### src/rtl/avalon_pkg.sv
// Shared types and helpers for the Avalon-MM register bridge.
package avalon_pkg;

  typedef enum logic [1:0] {
    RSP_OKAY        = 2'b00,
    RSP_RESERVED    = 2'b01,
    RSP_SLAVEERROR  = 2'b10,
    RSP_DECODEERROR = 2'b11
  } avalon_resp_t;

  // Address width that never collapses to zero for a single-register bank.
  function automatic int clog2_min1(input int n);
    return (n <= 2) ? 1 : $clog2(n);
  endfunction

endpackage

### src/rtl/avalon_delay_line.sv
// Fixed-depth shift register with asynchronous clear, used for the read response path.
module avalon_delay_line #(
  parameter int WIDTH = 1,
  parameter int DEPTH = 1
) (
  input  logic             clk,
  input  logic             reset,
  input  logic [WIDTH-1:0] din,
  output logic [WIDTH-1:0] dout
);

  logic [WIDTH-1:0] stage_q [DEPTH];

  always_ff @(posedge clk or posedge reset) begin
    if (reset) begin
      for (int i = 0; i < DEPTH; i++) stage_q[i] <= '0;
    end else begin
      stage_q[0] <= din;
      for (int i = 1; i < DEPTH; i++) stage_q[i] <= stage_q[i-1];
    end
  end

  assign dout = stage_q[DEPTH-1];

endmodule

### src/rtl/avalon_register_bridge.sv
// Avalon-MM slave fronting a bank of REGS registers: byte-enabled writes, read strobes,
// decode errors, pipelined read responses and a saturating protocol-error counter.
module avalon_register_bridge
  import avalon_pkg::*;
#(
  parameter int REGS       = 4,
  parameter int DATA_WIDTH = 32,
  parameter int LATENCY    = 2,
  parameter int ADDR_W     = clog2_min1(REGS),
  parameter int ERRCNT_W   = 8
) (
  input  logic                                clk,
  input  logic                                reset,
  input  logic [ADDR_W-1:0]                   avs_address,
  input  logic                                avs_read,
  input  logic                                avs_write,
  input  logic [DATA_WIDTH-1:0]               avs_writedata,
  input  logic [DATA_WIDTH/8-1:0]             avs_byteenable,
  output logic                                avs_waitrequest,
  output logic [DATA_WIDTH-1:0]               avs_readdata,
  output logic                                avs_readdatavalid,
  output logic [1:0]                          avs_response,
  input  logic                                reg_busy,
  output logic [REGS-1:0]                     reg_write_en,
  output logic [REGS-1:0]                     reg_read_en,
  output logic [DATA_WIDTH-1:0]               reg_wdata,
  output logic [DATA_WIDTH/8-1:0]             reg_byteen,
  input  logic [REGS-1:0][DATA_WIDTH-1:0]     reg_rdata,
  output logic [ERRCNT_W-1:0]                 err_count
);

  localparam int LINE_W = 1 + 2 + DATA_WIDTH;

  function automatic logic [ERRCNT_W-1:0] sat_inc(input logic [ERRCNT_W-1:0] v);
    return (&v) ? v : v + ERRCNT_W'(1);
  endfunction

  logic                  accept;
  logic                  vld_p0;
  logic                  rd_p0;
  logic                  wr_p0;
  logic [ADDR_W-1:0]     addr_p0;
  logic [REGS-1:0]       sel_p0;
  logic [DATA_WIDTH-1:0] rdata_sel_p0;
  logic                  in_range_p0;
  logic                  rd_ok_p0;
  logic                  err_p0;
  avalon_resp_t          resp_p0;
  logic [DATA_WIDTH-1:0] data_p0;
  logic [LINE_W-1:0]     line_in;
  logic [LINE_W-1:0]     line_out;

  assign avs_waitrequest = reset | reg_busy;
  assign accept          = (avs_read | avs_write) & ~avs_waitrequest;

  // ---- stage p0: registered command, drives the enable cycle ----
  always_ff @(posedge clk or posedge reset) begin
    if (reset) begin
      vld_p0     <= 1'b0;
      rd_p0      <= 1'b0;
      wr_p0      <= 1'b0;
      addr_p0    <= '0;
      reg_wdata  <= '0;
      reg_byteen <= '0;
    end else begin
      vld_p0 <= accept;
      if (accept) begin
        rd_p0      <= avs_read;
        wr_p0      <= avs_write;
        addr_p0    <= avs_address;
        reg_wdata  <= avs_writedata;
        reg_byteen <= avs_byteenable;
      end
    end
  end

  always_comb begin
    sel_p0       = '0;
    rdata_sel_p0 = '0;
    for (int i = 0; i < REGS; i++) begin
      if (32'(addr_p0) == i) begin
        sel_p0[i]    = 1'b1;
        rdata_sel_p0 = reg_rdata[i];
      end
    end
  end

  // A read issued together with a write is dropped; the write still goes through.
  assign in_range_p0  = |sel_p0;
  assign rd_ok_p0     = vld_p0 & rd_p0 & ~wr_p0;
  assign err_p0       = vld_p0 & ((rd_p0 & wr_p0) | ~in_range_p0);
  assign reg_write_en = (vld_p0 & wr_p0 & in_range_p0 & (|reg_byteen)) ? sel_p0 : '0;
  assign reg_read_en  = (rd_ok_p0 & in_range_p0) ? sel_p0 : '0;
  assign resp_p0      = (rd_ok_p0 & ~in_range_p0) ? RSP_DECODEERROR : RSP_OKAY;
  assign data_p0      = (rd_ok_p0 & in_range_p0) ? rdata_sel_p0 : '0;
  assign line_in      = {rd_ok_p0, resp_p0, data_p0};

  always_ff @(posedge clk or posedge reset) begin
    if (reset)       err_count <= '0;
    else if (err_p0) err_count <= sat_inc(err_count);
  end

  // ---- stages p1..pLATENCY: read response shift line ----
  avalon_delay_line #(
    .WIDTH (LINE_W),
    .DEPTH (LATENCY)
  ) u_read_line (
    .clk   (clk),
    .reset (reset),
    .din   (line_in),
    .dout  (line_out)
  );

  assign avs_readdatavalid = line_out[LINE_W-1];
  assign avs_response      = line_out[DATA_WIDTH+1:DATA_WIDTH];
  assign avs_readdata      = line_out[DATA_WIDTH-1:0];

endmodule

### config.mk
export PLATFORM = sky130hd
export DESIGN_NAME = avalon_register_bridge
export DESIGN_NICKNAME = d
export VERILOG_FILES = /design/src/rtl/avalon_pkg.sv /design/src/rtl/avalon_delay_line.sv /design/src/rtl/avalon_register_bridge.sv
export SDC_FILE = /design/constraint.sdc
export NUM_CORES = 1
export LEC_CHECK = 0
export ABC_AREA = 1
export ABC_CLOCK_PERIOD_IN_PS = 9200
export BUFFER_PORTS_ARGS = -buffer_cell sky130_fd_sc_hd__buf_2
export CORE_MARGIN = 1
export CORE_UTILIZATION = 50
export DETAILED_ROUTE_END_ITERATION = 7
export HOLD_SLACK_MARGIN = 0.1
export PLACE_DENSITY_LB_ADDON = 0.2
export REMOVE_ABC_BUFFERS = 1
export SLEW_MARGIN = 20
export SYNTH_ARGS = -nofsm -noshare
export SYNTH_HDL_FRONTEND = slang
export SYNTH_SLANG_ARGS = --single-unit
### constraint.sdc
create_clock -name clk -period 9.2 [get_ports clk]
set_input_delay 1.84 -clock clk [delete_from_list [all_inputs] [get_ports clk]]
set_output_delay 1.84 -clock clk [all_outputs]
set_load 0.02 [all_outputs]
Word-level counts from Yosys, hierarchy flattened
Index checks and enable logic that the tools add are counted.

word-level totals
  bits in registers = 119
  bits of input ports = 171
  output and inout bits = 88
  word-level logic and storage cells = 47

operators by class
  add/sub/neg operators = 1
  eq/ne operators = 3
  muxes and demuxes = 12
  bitwise logic cells = 17
  reductions and logical operators = 5

operator list
  cell                 number
  $mux 32              5
  $and 1x1->1          10
  $add 8x1->8 const B  1
  $mux 4               2
  $reduce_and 8->1     1
  $reduce_or 4->1      2
  $eq 2x2->1 const B   2
  $mux 1               4
  $not 1->1            4
  $or 1x1->1           3
  $eq 2x1->1 const B   1
  $logic_not 2->1      1
  $mux 2               1
  $reduce_and 2->1     1

Depth between registers and ports, before layout
Gate-level depths: netlist of run 1.

  word-level depth = 7
  gate-level depth with buffers = 8
  gate-level depth less buffers = 8

Hierarchy
From an unflattened synthesis of run 1, not the netlist that was laid out.

second synthesis, totals
  cells, all modules = 638
  area total of the unflattened synthesis = 5357.6 sq um

by module, submodules not included
  module                  instances  cells an instance  area an instance (sq um)  sequential area each (sq um)
  avalon_register_bridge  1          532                3339.5                    1226.2
  avalon_delay_line       1          106                2018.2                    1751.7

Worst setup path before layout of run 1
OpenSTA, ideal clock, no wires.

  path kind = input port to output port
  from = input reg_busy
  to = output avs_waitrequest
  data arrival time = 2.106 ns
  path slack = 5.254 ns
  stages = 2
  buffers on the path = 0
  cells stage by stage = nor2_1 -> inv_1

between the ends
  cells in the longest elaborated chain, start to end = 1

ends and longest elaborated chain
  element             RTL line                      text
  start: declaration  avalon_register_bridge.sv:23  input logic reg_busy,
  $or 1x1->1          avalon_register_bridge.sv:53  assign avs_waitrequest = reset | reg_busy;
  end: declaration    avalon_register_bridge.sv:19  output logic avs_waitrequest,

No other way between the ends.

Final worst setup path of run 1
  from = register addr_p0[1]
  to = output reg_read_en[3]

between the ends
  cells in the longest elaborated chain, start to end = 5
  elaborated cells on any way between the ends = 11
  those cells by class = 3 x eq/ne; 5 x mux; 1 x bitwise; 2 x reduce/logical

ends and longest elaborated chain
  element                                   RTL line                      text
  start: declaration                        avalon_register_bridge.sv:42  logic [ADDR_W-1:0] addr_p0;
  start signal: assignment                  avalon_register_bridge.sv:70  addr_p0 <= avs_address;
  $eq 2x1->1, or another cell as far along  avalon_register_bridge.sv:81  if (32'(addr_p0) == i) begin
  $mux 1                                    avalon_register_bridge.sv:81
  $reduce_or 4->1                           avalon_register_bridge.sv:89  assign in_range_p0 = |sel_p0;
  $and 1x1->1                               avalon_register_bridge.sv:93  assign reg_read_en = (rd_ok_p0 & in_range_p0) ? sel_p0 : '0;
  $mux 4 (*)                                avalon_register_bridge.sv:93
  end: declaration                          avalon_register_bridge.sv:25  output logic [REGS-1:0] reg_read_en,

Mark *: on every way between the ends. The rest lies on a longest branch, timed or not.

==> results of run 1 <==
-- registers in the layout, summed over array words and instances (netlist names) --
name	cells
err_count	8
u_read_line.stage_q	34
vld_p0	1
rd_p0	1
addr_p0	2
reg_wdata	32
reg_byteen	4
u_read_line.dout	34
wr_p0	1
-- stage by stage --
step           total power, µW  instance area [µm²]  utilization  hold slack, ns  instances
3_5_place_dp               897                 6320        0.637           0.335        970
4_1_cts                   1610                 6970        0.703           0.348       1002
6_report                  1590                 6970        0.703           0.347       1003
3_3_place_gp               889                 6320        0.637           0.331        970
2_1_floorplan              774                 4830            -           0.331        576
5_1_grt                   1670                 6970        0.703           0.352       1003
-- kinds of logic (layout without fill, tap and decap cells) --
kind of cell               after synthesis  count (layout)  share of synthesized area
DFF                                    117             117                      0.563
buffers and inverters                  120             357                      0.117
other                                    1               2                   0.000721
and+or+nand+nor                        355             355                      0.278
AOI/OAI and AO/OA                       35              35                     0.0337
adders and majority gates                1               1                    0.00240
xor gates and xnor gates                 3               3                    0.00505
-- routing by layer --
| layer | wire, µm | vias up | track usage | part of all wire |
|---|---|---|---|---|
| met4 | 347 | 0 | 0.121 | 0.027 |
| met2 | 6610 | 211 | 0.450 | 0.51 |
| li1 | - | 2334 | - | - |
| met3 | 803 | 31 | 0.0602 | 0.062 |
| met1 | 5180 | 2138 | 0.299 | 0.40 |
| met5 | 0 | - | 0 | 0 |
-- layout make-up --
type	instances	area, µm²
Tap cell	133	166
Clock buffer	18	428
Sequential cell	117	2930
Timing Repair Buffer	261	1310
Clock inverter	14	223
Inverter	64	243
Fill cell	809	2940
Antenna cell	1	2.50
Multi-Input combinational cell	395	1670
-- worst min path at each step --
stage,start,endpoint,cells after the start
2_1_floorplan,u_read_line.stage_q[35],u_read_line.dout[0],0
3_3_place_gp,u_read_line.stage_q[39],u_read_line.dout[4],0
3_5_place_dp,u_read_line.stage_q[46],u_read_line.dout[11],0
4_1_cts,u_read_line.stage_q[46],u_read_line.dout[11],0
5_1_grt,u_read_line.stage_q[46],u_read_line.dout[11],0
6_report,u_read_line.stage_q[56],u_read_line.dout[21],0
-- critical path, stage by stage, from the launching register on --
cell,delay [ns]
dfrtp_1,0.76
nand2_1,0.60
nor2_2,0.68
buf_2,0.28
-- power by group through the flow --
stage | clock network (µW) | registers (µW) | logic [µW]
4_1_cts | 720 | 601 | 289
5_1_grt | 744 | 608 | 320
3_3_place_gp | 0 | 606 | 283
2_1_floorplan | 0 | 654 | 120
6_report | 708 | 601 | 285
3_5_place_dp | 0 | 609 | 288
-- cells in the final DEF (no fill, tap or decap), drive strengths merged --
master	instances
buf	261
bufinv	5
clkbuf	18
clkinv	2
clkinvlp	5
conb	1
dfrtp	117
diode	1
ha	1
inv	66
nand2	246
nand3	38
nand4	3
nor2	53
o21ai	35
or2	15
xnor2	2
xor2	1
==> impl_metrics.py, run 1 <==
metrics = {
    "setup_path": {
        "r2r_setup_slack_ns": 6.81,
        "path_class": "reg -> out",
        "crit_arrival_ns": 2.84,
        "regToRegStartpoint": "addr_p0[1]",
        "crit_start": "addr_p0[1]",
        "crit_required_ns": 7.36,
        "critPathCaptureType": "output pin",
        "cp-start-kind": "flip-flop",
        "worst-path-max-fanout": 21,
        "r2r_cells": 4,
        "rr_endpoint": "u_read_line.stage_q[54]",
        "crit_end": "reg_read_en[3]",
    },
    "clock_network": {
        "clk_pin_slew_ns": 0.06,
        "postCtsSetupBuffers": 0,
        "cts-root-buf": "clkbuf_8",
        "clock-sinks": 117,
        "cts-buffers-inserted": 17,
        "clockBufferDepth": 2,
        "cts_tree": "done",
        "h-tree-depth": 4,
        "clk-insertion-delay-late_ns": 0.51,
        "cts_resized": 0,
        "hold_buffers": 0,
    },
    "timing": {
        "fmax_mhz": 214,
        "period_share": 0.508,
        "max-slew-margin-rel": 0.374,
        "tns_ns": 0,
        "setup_viol": 0,
        "finalWorstSetupSlack_ns": 4.52,
        "rsz0062_at_grt": "no",
        "final-hold-violation-count": 0,
        "worstMarginPinSlew_ns": 0.939,
        "min_period_ns": 4.68,
        "finalMaxSlewViolations": 0,
        "fin_skew_ns": 0.00519,
    },
    "route": {
        "antenna_left": 0,
        "vias": 4714,
        "avgRoutedWirePerCell_um": 12.9,
        "drt-initial-drc-count": 242,
        "drc": 0,
        "dr.pass1.iters": 5,
        "wirelength_um": 12900,
        "avgViaCountPerCell": 4.70,
    },
    "power": {
        "p_switching_uw": 449,
        "clkPwrFrac": 0.444,
        "internal_power_uw": 1150,
        "power_density_nw_per_um2": 229,
        "share_seq_of_total_power": 0.377,
        "switching_share": 0.282,
        "leakage_uw": 0.00422,
        "ir_worst_vdd_v": 0.000105,
        "power_frac_comb": 0.179,
    },
    "grt": {
        "grt-ovfl-total": 0,
        "grt_pass1_vias": 4576,
        "antenna_found_initial": 1,
        "grt_max_degree": 80,
        "grt_usage": 0.257,
        "grt_pass1_wl_um": 21700,
    },
    "synth": {
        "yosysTopAreaCell": "dfrtp_1",
        "synthDominantCellAreaShare": 0.563,
        "yosys_most_used_dff": "dfrtp_1",
        "synthMostInstantiatedCell": "nand2_1",
        "synth.yosys.warnings": 0,
        "yosys-top-cells-count": "nand2_1 (246), dfrtp_1 (117), inv_1 (62)",
        "yosysUniqueCellTypes": 20,
        "ys_seq_area_frac": 0.563,
        "synth.cell_area_um2": 5200,
        "syn_area_per_cell_um2": 8.23,
        "netlist_instances": 632,
        "async_flop_share": 1.00,
        "synth_edf_count": 0,
        "ys_ff_latch": 117,
        "synth.area.top_cells": "dfrtp_1 (56%), nand2_1 (18%), buf_4 (5.3%)",
    },
    "min_path": {
        "hold_class": "reg -> reg",
    },
    "die": {
        "io_pins": 259,
        "initial_core_util": 0.525,
        "rows": 36,
        "core_um2": 9910,
        "die_y_um": 104,
        "die-area_um2": 10800,
        "die_w_um": 104,
    },
    "place": {
        "dp.final_hpwl_um": 9730,
        "pre_cts_slack_ns": 5.04,
        "gp_congestion": 0.901,
        "io_buffers": 258,
    },
    "status": {
        "status": "finished clean",
    },
    "final_layout": {
        "fin_nets": 1028,
        "syn_to_final_growth_pct": 34.0,
        "layout-drive-gt1-share": 0.364,
    },
    "run": {
        "drv_cap": 0,
    },
}
(Power assumes the default switching activity.)
==> run 2, diff against run 1 <==
--- a/config.mk
+++ b/config.mk
@@ -6,10 +6,10 @@
 export NUM_CORES = 1
 export LEC_CHECK = 0
 export ABC_AREA = 1
-export ABC_CLOCK_PERIOD_IN_PS = 9200
+export ABC_CLOCK_PERIOD_IN_PS = 3800
 export BUFFER_PORTS_ARGS = -buffer_cell sky130_fd_sc_hd__buf_2
 export CORE_MARGIN = 1
-export CORE_UTILIZATION = 50
+export CORE_UTILIZATION = 42
 export DETAILED_ROUTE_END_ITERATION = 7
 export HOLD_SLACK_MARGIN = 0.1
 export PLACE_DENSITY_LB_ADDON = 0.2
==> constraint.sdc (replaced) <==
create_clock -name clk -period 3.8 [get_ports clk]
set_input_delay 0.76 -clock clk [delete_from_list [all_inputs] [get_ports clk]]
set_output_delay 0.76 -clock clk [all_outputs]
set_load 0.02 [all_outputs]
==> impl_metrics.py, run 2 (synthesis gave the netlist of run 1 again) <==
metrics = {
    "clock_network": {
        "cts-buffers-inserted": 17,
        "clock-sinks": 117,
        "postCtsSetupBuffers": 0,
        "h-tree-depth": 4,
        "hold_buffers": 0,
        "clockBufferDepth": 2,
        "cts-root-buf": "clkbuf_16",
        "clk_pin_slew_ns": 0.05,
        "clk-insertion-delay-late_ns": 0.40,
        "cts_resized": 0,
        "cts_tree": "done",
    },
    "route": {
        "wirelength_um": 13400,
        "antenna_left": 0,
        "avgViaCountPerCell": 4.47,
        "drt-initial-drc-count": 210,
        "dr.pass1.iters": 4,
        "drc": 0,
        "avgRoutedWirePerCell_um": 13.0,
        "vias": 4640,
    },
    "min_path": {
        "hold_depth": 0,
        "hold_class": "reg -> reg",
    },
    "timing": {
        "worstMarginPinSlew_ns": 0.822,
        "rsz0062_at_grt": "no",
        "fmax_mhz": 315,
        "setup_viol": 0,
        "tns_ns": 0,
        "period_share": 0.835,
        "fin_skew_ns": 0.00599,
        "min_period_ns": 3.17,
        "whs_ns": 0.346,
        "finalMaxSlewViolations": 0,
        "finalWorstSetupSlack_ns": 0.628,
        "final-hold-violation-count": 0,
        "max-slew-margin-rel": 0.452,
    },
    "die": {
        "die_w_um": 113,
        "rows": 40,
        "initial_core_util": 0.431,
        "die-area_um2": 12800,
        "io_pins": 259,
        "die_y_um": 113,
        "core_um2": 12100,
    },
    "place": {
        "gp_congestion": 0.837,
        "dp.cells": 1007,
        "io_buffers": 258,
        "pre_cts_slack_ns": 1.03,
        "dp.final_hpwl_um": 9940,
    },
    "status": {
        "status": "finished clean",
    },
    "setup_path": {
        "cpMaxStageDelayCell": "dfrtp_1",
        "worst-path-max-fanout": 21,
        "crit_required_ns": 3.04,
        "cpPeakStageDelay_ns": 0.76,
        "path_class": "reg -> out",
        "crit_arrival_ns": 2.41,
        "crit_top_cell": "inv_1",
        "r2r_cells": 6,
        "path_depth": 5,
        "critPathBufInv": 3,
        "worstPathCellList": "inv_1, nor2_4, inv_1, nor2_1, buf_2",
        "cp-start-kind": "flip-flop",
        "cp_top_family": "flip-flops",
        "critPathCaptureType": "output pin",
    },
    "final_layout": {
        "num_antenna_cells": 0,
        "fin_nets": 1030,
        "most-common-layout-cells": "buf_2 (258), nand2_1 (246), dfrtp_1 (117)",
        "fillCellCount": 1093,
        "syn_to_final_growth_pct": 34.3,
        "final_cell_count_no_fill": 1037,
        "layout-drive-gt1-share": 0.362,
        "final_common_cell": "buf_2",
    },
    "grt": {
        "grt-ovfl-total": 0,
        "grt_pass1_vias": 4419,
        "grt_pass1_wl_um": 20900,
        "antenna_found_initial": 0,
        "grt_max_degree": 69,
        "grt_usage": 0.213,
    },
    "power": {
        "power_density_nw_per_um2": 537,
        "finalPower_uw": 3750,
        "ir_worst_vdd_v": 0.000273,
        "leakage_uw": 0.00423,
    },
    "run": {
        "drv_cap": 0,
    },
}
## run 2: cell count changes in the layout (fill, tap and decap cells not counted), sizes merged
cell | previous run | this run
inv | 66 | 64
clkinv | 2 | 3
bufinv | 5 | 3
clkbuf | 18 | 21
buf | 261 | 263
clkinvlp | 5 | 3
diode | 1 | 0
## run 2: stage by stage
stage	area, µm²	utilization
floorplan	4830	-
global placement	6390	0.530
detailed placement	6390	0.530
CTS	6990	0.579
global route	6990	0.579
finish	6990	0.579
## run 2: routing by layer
layer,global-route usage,vias to the layer above,share of wire,wire [µm]
li1,-,2322,-,-
met1,0.253,2094,0.42,5610
met2,0.370,204,0.50,6700
met3,0.0520,20,0.066,885
met4,0.0904,0,0.018,247
met5,0,-,0,0
## run 2: layout make-up
type,count,area (µm²),share of cell area
flip-flops and latches,117,2930,0.419
multi-input cells,395,1670,0.238
repair buffers,263,1340,0.192
clock buffers,21,470,0.0673
inverters,64,243,0.0347
well taps,168,210,0.0301
clock inverters,9,128,0.0183
## run 2: worst reg2reg max path, delay by kind of cell, from the launching register on
kind / cells / cell delay [ns]
and+or+nand+nor: 4 / 0.81
buffers and inverters: 2 / 0.48
DFF: 1 / 0.76
## run 2: worst paths after layout
path	startpoint	to	slack (ns)
max	addr_p0[0]	reg_read_en[1]	0.63
min	u_read_line.stage_q[65]	u_read_line.dout[30]	0.35
max reg2reg	addr_p0[0]	u_read_line.stage_q[65]	1.70
min reg2reg	u_read_line.stage_q[65]	u_read_line.dout[30]	0.35
max in group asynchronous	reset	reg_byteen[1]	2.49
min in group asynchronous	reset	reg_wdata[23]	0.53
## run 2: power by group
part | total, µW | internal (µW) | switching (µW)
logic | 694 | 255 | 439
clock network | 1600 | 1070 | 529
registers | 1460 | 1370 | 88.9
